--- config.mk ---
export PLATFORM = sky130hd
export DESIGN_NAME = serdes_tx_sched
export DESIGN_NICKNAME = d
export VERILOG_FILES = /design/src/rtl/serdes_tx_sched.sv
export SDC_FILE = /design/constraint.sdc
export NUM_CORES = 1
export LEC_CHECK = 0
export BUFFER_PORTS_ARGS = -buffer_cell sky130_fd_sc_hd__buf_2
export CAP_MARGIN = 30
export CORE_ASPECT_RATIO = 0.8
export CORE_MARGIN = 4
export CORE_UTILIZATION = 49
export CTS_BUF_LIST = sky130_fd_sc_hd__clkbuf_2 sky130_fd_sc_hd__clkbuf_4 sky130_fd_sc_hd__clkbuf_8
export DETAILED_ROUTE_END_ITERATION = 8
export PLACE_DENSITY = 0.89
export SLEW_MARGIN = 20
export SYNTH_ARGS = -nofsm -noshare
export SYNTH_HDL_FRONTEND = slang
export SYNTH_SLANG_ARGS = --single-unit
--- constraint.sdc ---
create_clock -name clk -period 1.9 [get_ports clk]
set_clock_uncertainty 0.2 [all_clocks]
set_input_delay 0.095 -clock clk [delete_from_list [all_inputs] [get_ports clk]]
set_output_delay 0.095 -clock clk [all_outputs]
set_load 0.05 [all_outputs]
--- src/rtl/serdes_tx_sched.sv ---
// serdes_tx_sched: two-requester round-robin transmit scheduler feeding an
// MSB-first parallel-to-serial shifter. Slots are WIDTH cycles long. Slots
// with no granted byte carry IDLE_BYTE, so the serial line never stalls.
module serdes_tx_sched #(
  parameter int               WIDTH     = 8,
  parameter logic [WIDTH-1:0] IDLE_BYTE = 8'hBC,
  parameter int               CNT_W     = 16
) (
  input  logic             clk,
  input  logic             reset,
  input  logic             enb,
  input  logic             req0,
  input  logic [WIDTH-1:0] data0,
  input  logic             req1,
  input  logic [WIDTH-1:0] data1,
  output logic             gnt0,
  output logic             gnt1,
  output logic             ser_out,
  output logic             ser_valid,
  output logic             slot_start,
  output logic [CNT_W-1:0] sent_cnt
);

  localparam int              BCW      = (WIDTH > 1) ? $clog2(WIDTH) : 1;
  localparam logic [BCW-1:0]  LAST_BIT = BCW'(WIDTH - 1);

  logic [BCW-1:0]   bit_cnt_q,   bit_cnt_d;
  logic [WIDTH-1:0] shreg_q,     shreg_d;
  logic             valid_q,     valid_d;
  logic             last_gnt_q,  last_gnt_d;   // 1 = requester 1 was granted last
  logic [CNT_W-1:0] sent_cnt_q,  sent_cnt_d;
  logic             gnt0_q,      gnt0_d;
  logic             gnt1_q,      gnt1_d;

  logic             pick0;
  logic             pick1;

  // Round-robin choice; only consulted on the slot-boundary cycle.
  // On a tie the requester that was not granted last wins.
  always_comb begin
    pick0 = req0 && (!req1 || last_gnt_q);
    pick1 = req1 && (!req0 || !last_gnt_q);
  end

  // Next-state: shift within a slot, arbitrate and reload on the last bit.
  always_comb begin
    bit_cnt_d  = bit_cnt_q;
    shreg_d    = shreg_q;
    valid_d    = valid_q;
    last_gnt_d = last_gnt_q;
    sent_cnt_d = sent_cnt_q;
    gnt0_d     = 1'b0;
    gnt1_d     = 1'b0;
    if (enb) begin
      if (bit_cnt_q != LAST_BIT) begin
        bit_cnt_d = bit_cnt_q + 1'b1;
        shreg_d   = {shreg_q[WIDTH-2:0], 1'b0};
      end else begin
        bit_cnt_d = '0;
        if (pick0 || pick1) begin
          shreg_d    = pick0 ? data0 : data1;
          gnt0_d     = pick0;
          gnt1_d     = pick1;
          valid_d    = 1'b1;
          last_gnt_d = pick1;
          if (!(&sent_cnt_q)) begin
            sent_cnt_d = sent_cnt_q + 1'b1;
          end
        end else begin
          shreg_d = IDLE_BYTE;
          valid_d = 1'b0;
        end
      end
    end
  end

  // State registers; reset aborts any byte in flight and restarts an idle slot.
  always_ff @(posedge clk) begin
    if (reset) begin
      bit_cnt_q  <= '0;
      shreg_q    <= IDLE_BYTE;
      valid_q    <= 1'b0;
      last_gnt_q <= 1'b1;
      sent_cnt_q <= '0;
      gnt0_q     <= 1'b0;
      gnt1_q     <= 1'b0;
    end else begin
      bit_cnt_q  <= bit_cnt_d;
      shreg_q    <= shreg_d;
      valid_q    <= valid_d;
      last_gnt_q <= last_gnt_d;
      sent_cnt_q <= sent_cnt_d;
      gnt0_q     <= gnt0_d;
      gnt1_q     <= gnt1_d;
    end
  end

  // Output mapping; slot_start is decoded straight from the bit counter.
  always_comb begin
    ser_out    = shreg_q[WIDTH-1];
    ser_valid  = valid_q;
    slot_start = (bit_cnt_q == '0);
    gnt0       = gnt0_q;
    gnt1       = gnt1_q;
    sent_cnt   = sent_cnt_q;
  end

endmodule

==> impl_metrics.yaml, run 1 <==
status:
  status: "complete, but fails checks"
  violations: "negative setup slack"
setup_path:
  worst-path-max-fanout: 6
  r2r-end: "sent_cnt[15]$_SDFFE_PP0P_"
  startpoint: "bit_cnt_q[1]$_SDFFE_PP0P_"
  cp-endpoint: "sent_cnt[15]$_SDFFE_PP0P_"
  rr_startpoint: "bit_cnt_q[1]$_SDFFE_PP0P_"
  worstPathArrival_ps: 1940
  r2r_cells: 7
  reg2reg_slack_ps: -20
  cp-start-kind: "register"
  endpoint_kind: "register"
  critPathRequiredTime_ps: 1920
  critical_path_class: "reg -> reg"
place:
  routabilityCongestion: 0.8077
  place_area_mm2: 0.001961
  hpwl_um: 2950
  numPortBuffers: 41
  pre_cts_slack_ps: -17.26
  dpl.cell_count: 267
global_route:
  grt_pass1_wl_um: 7445
  overflow: 0
  grt_usage_pct: 22.73
  first_global_vias: 1613
  grt_max_degree: 23
  antenna_found_initial: 0
synthesis:
  syn_area_mm2: 0.001584
  yosys_warnings: 0
  ys_seq_area_share_pct: 39.18
  synth_commonest_cells: "dfxtp_1, a21oi_1, nor2_1, o21ai_0, nand2_1"
  ys_types: 42
  synth.top_cells.by_area: "dfxtp_1, a21oi_1, o21ai_0"
  async_flop_share_pct: 0
  synth_nets: 206
  yosysMostFrequentCell: "dfxtp_1"
  synth_top_area_share_pct: 39.18
  syn_avg_cell_area_um2: 8.751
  synth_top_cell_by_area: "dfxtp_1"
  synth_edf_count: 0
  postSynthCellCount: 181
  ys_seq_elements: 31
  synth_ff_type: "dfxtp_1"
drt:
  wirelength_um: 4360
  wire_per_inst_um: 15.19
  num_vias: 1672
  remaining_drc_errors: 0
  dr.pass1.iters: 4
  antenna_left: 0
  drt-initial-drc-count: 100
  vias_per_cell: 5.826
sta:
  rsz0062_at_grt: "true"
  whs_ps: 10.31
  worst_slew_margin_rel_pct: 72.36
  finalCritPeriodShare_pct: 101.0
  hold_viol: 0
  tightest_slew_ps: 409.3
  finalCriticalPeriod_ps: 1920
  fin_ws_ps: -19.87
  slew_violations: 0
  setup_violations: 4
  fmax_mhz: 520.9
floorplanning:
  ios: 42
  core_area_mm2: 0.003085
  initial_utilization_pct: 51.34
  die_y_um: 58.86
  design.die.area_mm2: 0.004212
  die_w_um: 71.57
  num_rows: 18
clocking:
  cts_buffer_depth: 2
  clk_pin_slew_ps: 60
  clk_latency_ps: 290
  cts.htree.levels: 2
  tritoncts: "yes"
  cts_root_buf: "clkbuf_8"
  numCtsBuffers: 5
  cts.sinks: 31
cells_and_area:
  area_growth_syn_to_layout_pct: 41.55
  diodes: 0
  instances_no_fill: 287
  drive_above_1_share_pct: 42.11
  nNetsFinal: 271
  fillers: 236
  stdcell_area_mm2: 0.002242
min_path:
  hold_path_class: "in -> reg"
pwr:
  power_density_mw_per_mm2: 617.0
  finalPower_w: 0.001383
  vdd_drop_max_v: 0.0006878
  power_leakage_nw: 0.9775
run:
  maxCapViolCount: 0
-- sequential cells by signal, indices dropped and copies added (netlist names) --
name and count:
gnt1 1, sent_cnt 16, gnt0 1, shreg_q 8
last_gnt_q 1, ser_valid 1, bit_cnt_q 3
-- stage by stage --
stage | util [%] | setup TNS [ps]
final | 72.67 | -60.55
after global routing | 72.67 | -559.1
after CTS | 70.36 | -27.25
after detailed placement | 63.54 | -40.68
after global placement | 63.54 | 0
after floorplan | - | -44.12
-- critical path, cell delays in order (launching register included) --
cell and delay [ps]:
dfxtp_4 360, ha_4 130, ha_4 130, o211a_1 170, nand4_1 130, buf_4 190
or4_4 410, a21oi_2 130
-- cell families after synthesis --
kind of cell             Yosys count  synth area share [%]
AO/OA/AOI/OAI                     52                 21.33
adder cells (fa/ha/maj)            4                 3.160
buffers and inverters             15                 4.028
flip-flops                        31                 39.18
multiplexers                       6                 3.949
AND/OR/NAND/NOR                   73                 28.36
-- repair_timing --
item / 4_1_cts / 5_1_grt
hold endpoints to repair: 5 / 0
buffers inserted: 1 / 2
hold buffers: 9 / 0
gates resized for setup: 1 / 14
setup endpoints to repair: 5 / 15
pin swaps: 5 / 5
-- per-layer routing --
layer / up-vias / part of all wire [%] / track usage [%]
met4: 0 / 1.5 / 7.507
met1: 791 / 42 / 28.09
li1: 822 / - / -
met5: - / 0 / 0
met3: 9 / 6.9 / 7.850
met2: 50 / 49 / 37.30
-- worst min path at each step --
stage	start	endpoint	cells after the start
after floorplan	reset	shreg_q[2]$_SDFFE_PP1P_	2
after global placement	data1[5]	shreg_q[5]$_SDFFE_PP1P_	3
after detailed placement	data1[5]	shreg_q[5]$_SDFFE_PP1P_	3
after CTS	data0[7]	shreg_q[7]$_SDFFE_PP1P_	3
after global routing	data0[7]	shreg_q[7]$_SDFFE_PP1P_	3
final	data0[7]	shreg_q[7]$_SDFFE_PP1P_	3
-- final cells by class --
class	instances	area [µm²]	share of cell area (%)
flip-flops and latches	31	655.6	29.24
well taps	40	50.05	2.232
multi-input cells	135	987.2	44.03
clock buffers	8	103.9	4.632
repair buffers	67	422.9	18.86
inverters	6	22.52	1.004
-- cell usage in the layout, fill, tap and decap left out, types with 3 or more instances in the layout --
cell type and count:
nand4_1 4, a31oi_1 7, nand2_1 10, clkbuf_8 7
or3_1 3, ha_4 3, dfxtp_2 13, dfxtp_4 5
mux2i_1 4, nand3_1 5, nor2_1 12, or4_4 3
inv_1 6, dfxtp_1 13, buf_2 41, o221ai_1 5
nor2b_1 4, dlygate4sd3_1 9, nor3_1 8, o31ai_1 3
o21ai_0 12, buf_4 17, a21oi_2 5, nand2b_1 7
a21boi_0 3, a21oi_1 8, and3_1 4
-- where the power goes --
part,switching (W),internal (W)
Combinational,0.0000707,0.0000558
Clock,0.000248,0.000344
Sequential,0.00000857,0.000656
Total,0.000327,0.00106
Power figures use the tool's default switching activity.
==> run 2, diff against run 1 <==
Settings changed: CORE_UTILIZATION 49 to 54, PLACE_DENSITY 0.89 to unset, PLACE_DENSITY_LB_ADDON set to 0.2.
Clock period 1.9 ns to 2.2 ns, I/O delays scaled along.
==> impl_metrics.yaml, run 2 (synthesis gave the netlist of run 1 again) <==
status:
  status: "completed"
drt:
  wl_met1_um: 1796
  met3WireLength_um: 252
  highest_layer: "met4"
  dr.pass1.iters: 4
  vias_per_cell: 5.928
  antenna_left: 0
  num_vias: 1565
  met2RoutedLength_um: 1824
  wirelength_um: 3912
  remaining_drc_errors: 0
  drt-initial-drc-count: 155
  wire_per_inst_um: 14.82
sta:
  finalCritPeriodShare_pct: 94.38
  fmax_mhz: 481.6
  timing.setup.tns_ps: 0
  finalCriticalPeriod_ps: 2076
  tightest_slew_ps: 603.3
  setup_violations: 0
  worst_slew_margin_rel_pct: 59.78
  hold_viol: 0
  slew_violations: 0
  rsz0062_at_grt: "false"
setup_path:
  reg2reg_slack_ps: 120
  rr_startpoint: "bit_cnt_q[0]$_SDFFE_PP0P_"
  crit_chain: "ha_1 -> ha_1 -> o211a_1 -> nand4_1 -> buf_4 -> nor4_2 -> mux2_2"
  cp_top_family: "adder cells"
  cp-start-kind: "register"
  crit_buf_inv: 1
  r2r_cells: 7
  cp_common_cell: "ha_1"
  slowest_delay_ps: 370
  critical_path_class: "reg -> reg"
  worst-path-max-fanout: 7
  slowest_stage: "dfxtp_1"
  worstPathArrival_ps: 2030
  endpoint_kind: "register"
  r2r-end: "sent_cnt[13]$_SDFFE_PP0P_"
  critPathRequiredTime_ps: 2160
pwr:
  power_leakage_nw: 0.8319
  power_density_mw_per_mm2: 558.5
  finalPower_w: 0.001084
  vdd_drop_max_v: 0.0002818
cells_and_area:
  nNetsFinal: 252
  largest_reg_flops: 16
  area_growth_syn_to_layout_pct: 22.51
  drive_above_1_share_pct: 27.43
  diodes: 0
  layout_common_cells: "buf_2, dfxtp_1, a21oi_1"
  layout_commonest_cell: "buf_2"
  fillers: 231
min_path:
  hold_path_class: "in -> reg"
  hold_start: "data1[2]"
  hold_end: "shreg_q[2]$_SDFFE_PP1P_"
  holdPathStages: 3
clocking:
  cts_root_buf: "clkbuf_8"
  numCtsBuffers: 5
  cts.htree.levels: 2
  clk_pin_slew_ps: 60
  cts_buffer_depth: 2
  cts.sinks: 31
  clk_latency_ps: 270
  tritoncts: "yes"
run:
  maxCapViolCount: 0
global_route:
  antenna_found_initial: 0
  grt_max_degree: 34
  grt_usage_pct: 21.65
  grt_pass1_wl_um: 6417
  overflow: 0
  first_global_vias: 1407
floorplanning:
  die_y_um: 56.44
  core_area_mm2: 0.002786
  design.die.area_mm2: 0.003869
  die_w_um: 68.56
  initial_utilization_pct: 56.85
  num_rows: 17
  ios: 42
place:
  hpwl_um: 2872
  routabilityCongestion: 0.8270
  numPortBuffers: 41
## run 2: where the power goes
part,leakage (nW),switching [W],total [W],internal (W)
Clock,0.0406,0.000189,0.000411,0.000223
Combinational,0.539,0.0000586,0.0000942,0.0000356
Sequential,0.252,0.00000649,0.000578,0.000572
Total,0.832,0.000254,0.00108,0.000830
## run 2: final cells by class
class / count / area [µm²] / share of cell area, %
Tap cell: 38 / 47.55 / 2.450
Multi-Input combinational cell: 135 / 905.9 / 46.68
Timing Repair Buffer: 48 / 265.3 / 13.67
Inverter: 6 / 22.52 / 1.161
Sequential cell: 31 / 623.1 / 32.11
Clock buffer: 6 / 76.32 / 3.933
## run 2: timing repair
| action | 4_1_cts | 5_1_grt |
|---|---|---|
| endpoints found under the hold margin | 3 | 0 |
| hold buffers | 3 | 0 |
| buffers inserted | 0 | 1 |
| setup endpoints to repair | 0 | 3 |
| resized for setup | 0 | 2 |
## run 2: worst reg2reg max path, stage by stage, from the launching register on
cell,delay (ps)
dfxtp_1,370
ha_1,160
ha_1,220
o211a_1,180
nand4_1,100
buf_4,180
nor4_2,180
mux2_2,370
## run 2: worst max-delay path by stage
stage                                    from                         to  slack (ps)  depth (start not counted)
floorplan            sent_cnt[9]$_SDFFE_PP0P_   sent_cnt[6]$_SDFFE_PP0P_          90                          5
global placement    bit_cnt_q[0]$_SDFFE_PP0P_  sent_cnt[13]$_SDFFE_PP0P_         150                          6
detailed placement  bit_cnt_q[0]$_SDFFE_PP0P_  sent_cnt[13]$_SDFFE_PP0P_          50                          6
CTS                 bit_cnt_q[0]$_SDFFE_PP0P_  sent_cnt[13]$_SDFFE_PP0P_          30                          6
global route        bit_cnt_q[0]$_SDFFE_PP0P_  sent_cnt[13]$_SDFFE_PP0P_          20                          7
finish              bit_cnt_q[0]$_SDFFE_PP0P_  sent_cnt[13]$_SDFFE_PP0P_         120                          7
## run 2: stage by stage
step | std cells | setup WS, ps | instance area, µm² | hold WS, ps | util (%)
2_1_floorplan | 181 | 85.30 | 1587 | 114.0 | -
3_3_place_gp | 254 | 150.2 | 1821 | 234.4 | 65.33
3_5_place_dp | 254 | 51.55 | 1821 | 267.9 | 65.33
4_1_cts | 263 | 33.68 | 1927 | 6.243 | 69.15
5_1_grt | 264 | 22.66 | 1941 | 10.44 | 69.65
6_report | 264 | 123.6 | 1941 | 10.92 | 69.65
## run 2: layer usage
metal | global-route usage (%) | vias to the layer above
li1 | - | 775
met1 | 29.48 | 718
met2 | 33.06 | 66
met3 | 5.200 | 6
met4 | 7.082 | 0
met5 | 0 | -
==> run 3, diff against run 2 <==
Settings changed: CTS_BUF_LIST sky130_fd_sc_hd__clkbuf_2 sky130_fd_sc_hd__clkbuf_4 sky130_fd_sc_hd__clkbuf_8 to sky130_fd_sc_hd__clkbuf_8.
==> impl_metrics.yaml, run 3 (synthesis gave the netlist of run 1 again) <==
drt:
  dr.pass1.iters: 4
  drt-initial-drc-count: 148
  wirelength_um: 3908
  vias_per_cell: 5.909
  remaining_drc_errors: 0
  wire_per_inst_um: 14.80
  num_vias: 1560
  antenna_left: 0
pwr:
  switching_share_pct: 23.71
  vdd_drop_max_v: 0.0002777
  intPower_w: 0.0008130
  power_leakage_nw: 0.8326
  p_comb_share_pct: 8.9
  power_density_mw_per_mm2: 550.2
  p_seq_share_pct: 54.3
  p_switching_w: 0.0002527
  p_clk_share_pct: 36.9
clocking:
  cts_buffer_depth: 2
  clk_pin_slew_ps: 60
  tritoncts: "yes"
  cts.htree.levels: 2
  cts_root_buf: "clkbuf_8"
  cts.sinks: 31
  numCtsBuffers: 5
  clk_latency_ps: 270
sta:
  rsz0062_at_grt: "false"
  finalCritPeriodShare_pct: 94.26
  worst_slew_margin_rel_pct: 59.40
  setup_violations: 0
  whs_ps: 10.31
  finalCriticalPeriod_ps: 2074
  tightest_slew_ps: 609.0
  timing.setup.tns_ps: 0
  slew_violations: 0
  fmax_mhz: 482.2
  hold_viol: 0
cells_and_area:
  layout_common_cells: "buf_2, dfxtp_1, a21oi_1"
  instances_no_fill: 264
  fillers: 230
  largest_reg_flops: 16
  drive_above_1_share_pct: 26.99
  diodes: 0
  area_growth_syn_to_layout_pct: 22.28
  nNetsFinal: 252
  layout_commonest_cell: "buf_2"
floorplanning:
  die_w_um: 68.56
  core_area_mm2: 0.002786
  ios: 42
  initial_utilization_pct: 56.85
  die_y_um: 56.44
  num_rows: 17
  design.die.area_mm2: 0.003869
min_path:
  hold_path_class: "in -> reg"
  hold_start: "data1[2]"
setup_path:
  cp_top_family: "adder cells"
  slowest_stage: "dfxtp_1"
  endpoint_kind: "register"
  cp-start-kind: "register"
  startpoint: "bit_cnt_q[0]$_SDFFE_PP0P_"
  crit_chain: "ha_1 -> ha_1 -> o211a_1 -> nand4_1 -> buf_4 -> nor4_2 -> mux2_2"
  worstPathArrival_ps: 2030
  cp_common_cell: "ha_1"
  crit_buf_inv: 1
  critPathRequiredTime_ps: 2160
  worst-path-max-fanout: 7
  rr_startpoint: "bit_cnt_q[0]$_SDFFE_PP0P_"
  critical_path_class: "reg -> reg"
  slowest_delay_ps: 370
global_route:
  grt_pass1_wl_um: 6410
  antenna_found_initial: 0
  overflow: 0
  grt_max_degree: 34
  grt_usage_pct: 21.65
  first_global_vias: 1407
place:
  hpwl_um: 2872
  numPortBuffers: 41
  dpl.cell_count: 254
  routabilityCongestion: 0.8270
run:
  maxCapViolCount: 0
status:
  status: "completed"
==> run 3: layer usage <==
metal	up-vias	part of all wire, %	GRT usage (%)	wire [µm]
li1	776	-	-	-
met1	722	46	29.48	1802
met2	55	47	33.06	1826
met3	7	6.3	5.200	247
met4	0	0.79	7.082	31
met5	-	0	0	0
==> run 3: worst paths after layout <==
kind	endpoint	slack, ps	depth (start not counted)
max reg2reg	sent_cnt[13]$_SDFFE_PP0P_	130	7
max	sent_cnt[13]$_SDFFE_PP0P_	130	7
min reg2reg	shreg_q[0]$_SDFFE_PP0P_	290	2
min	shreg_q[2]$_SDFFE_PP1P_	10	3
==> run 3: power by group through the flow <==
stage	combinational (W)	clock, W	sequential (W)
after floorplan	0.0000516	0	0.000594
after global placement	0.0000839	0	0.000589
after detailed placement	0.0000900	0	0.000590
after CTS	0.0000942	0.000402	0.000578
after global routing	0.000103	0.000430	0.000579
final	0.0000945	0.000393	0.000578
==> run 3: final cells by class <==
| class | count | area, µm² | share of cell area [%] |
|---|---|---|---|
| Clock inverter | 1 | 3.754 | 0.1938 |
| Clock buffer | 5 | 68.82 | 3.553 |
| Timing Repair Buffer | 48 | 265.3 | 13.70 |
| Multi-Input combinational cell | 135 | 905.9 | 46.77 |
| Sequential cell | 31 | 623.1 | 32.17 |
| Tap cell | 38 | 47.55 | 2.455 |
| Inverter | 6 | 22.52 | 1.163 |
==> run 3: what timing repair did <==
action | CTS | global route
hold endpoints to repair | 3 | 0
setup endpoints to repair | 0 | 3
hold buffers | 3 | 0
gates resized for setup | 0 | 2
buffers inserted | 0 | 1
==> run 3: stage by stage <==
step                total power (W)  area [µm²]  setup WS (ps)  util, %
floorplan                 0.0006456        1587          85.30        -
global placement          0.0006733        1821          150.2    65.33
detailed placement        0.0006804        1821          51.55    65.33
CTS                        0.001074        1923          33.64    69.02
global route               0.001112        1937          22.79    69.51
finish                     0.001066        1937          126.4    69.51
==> run 3: tightest hold or removal path: stages <==
cell      delay, ps
buf_2            90
o221ai_1        130
a31oi_1          80
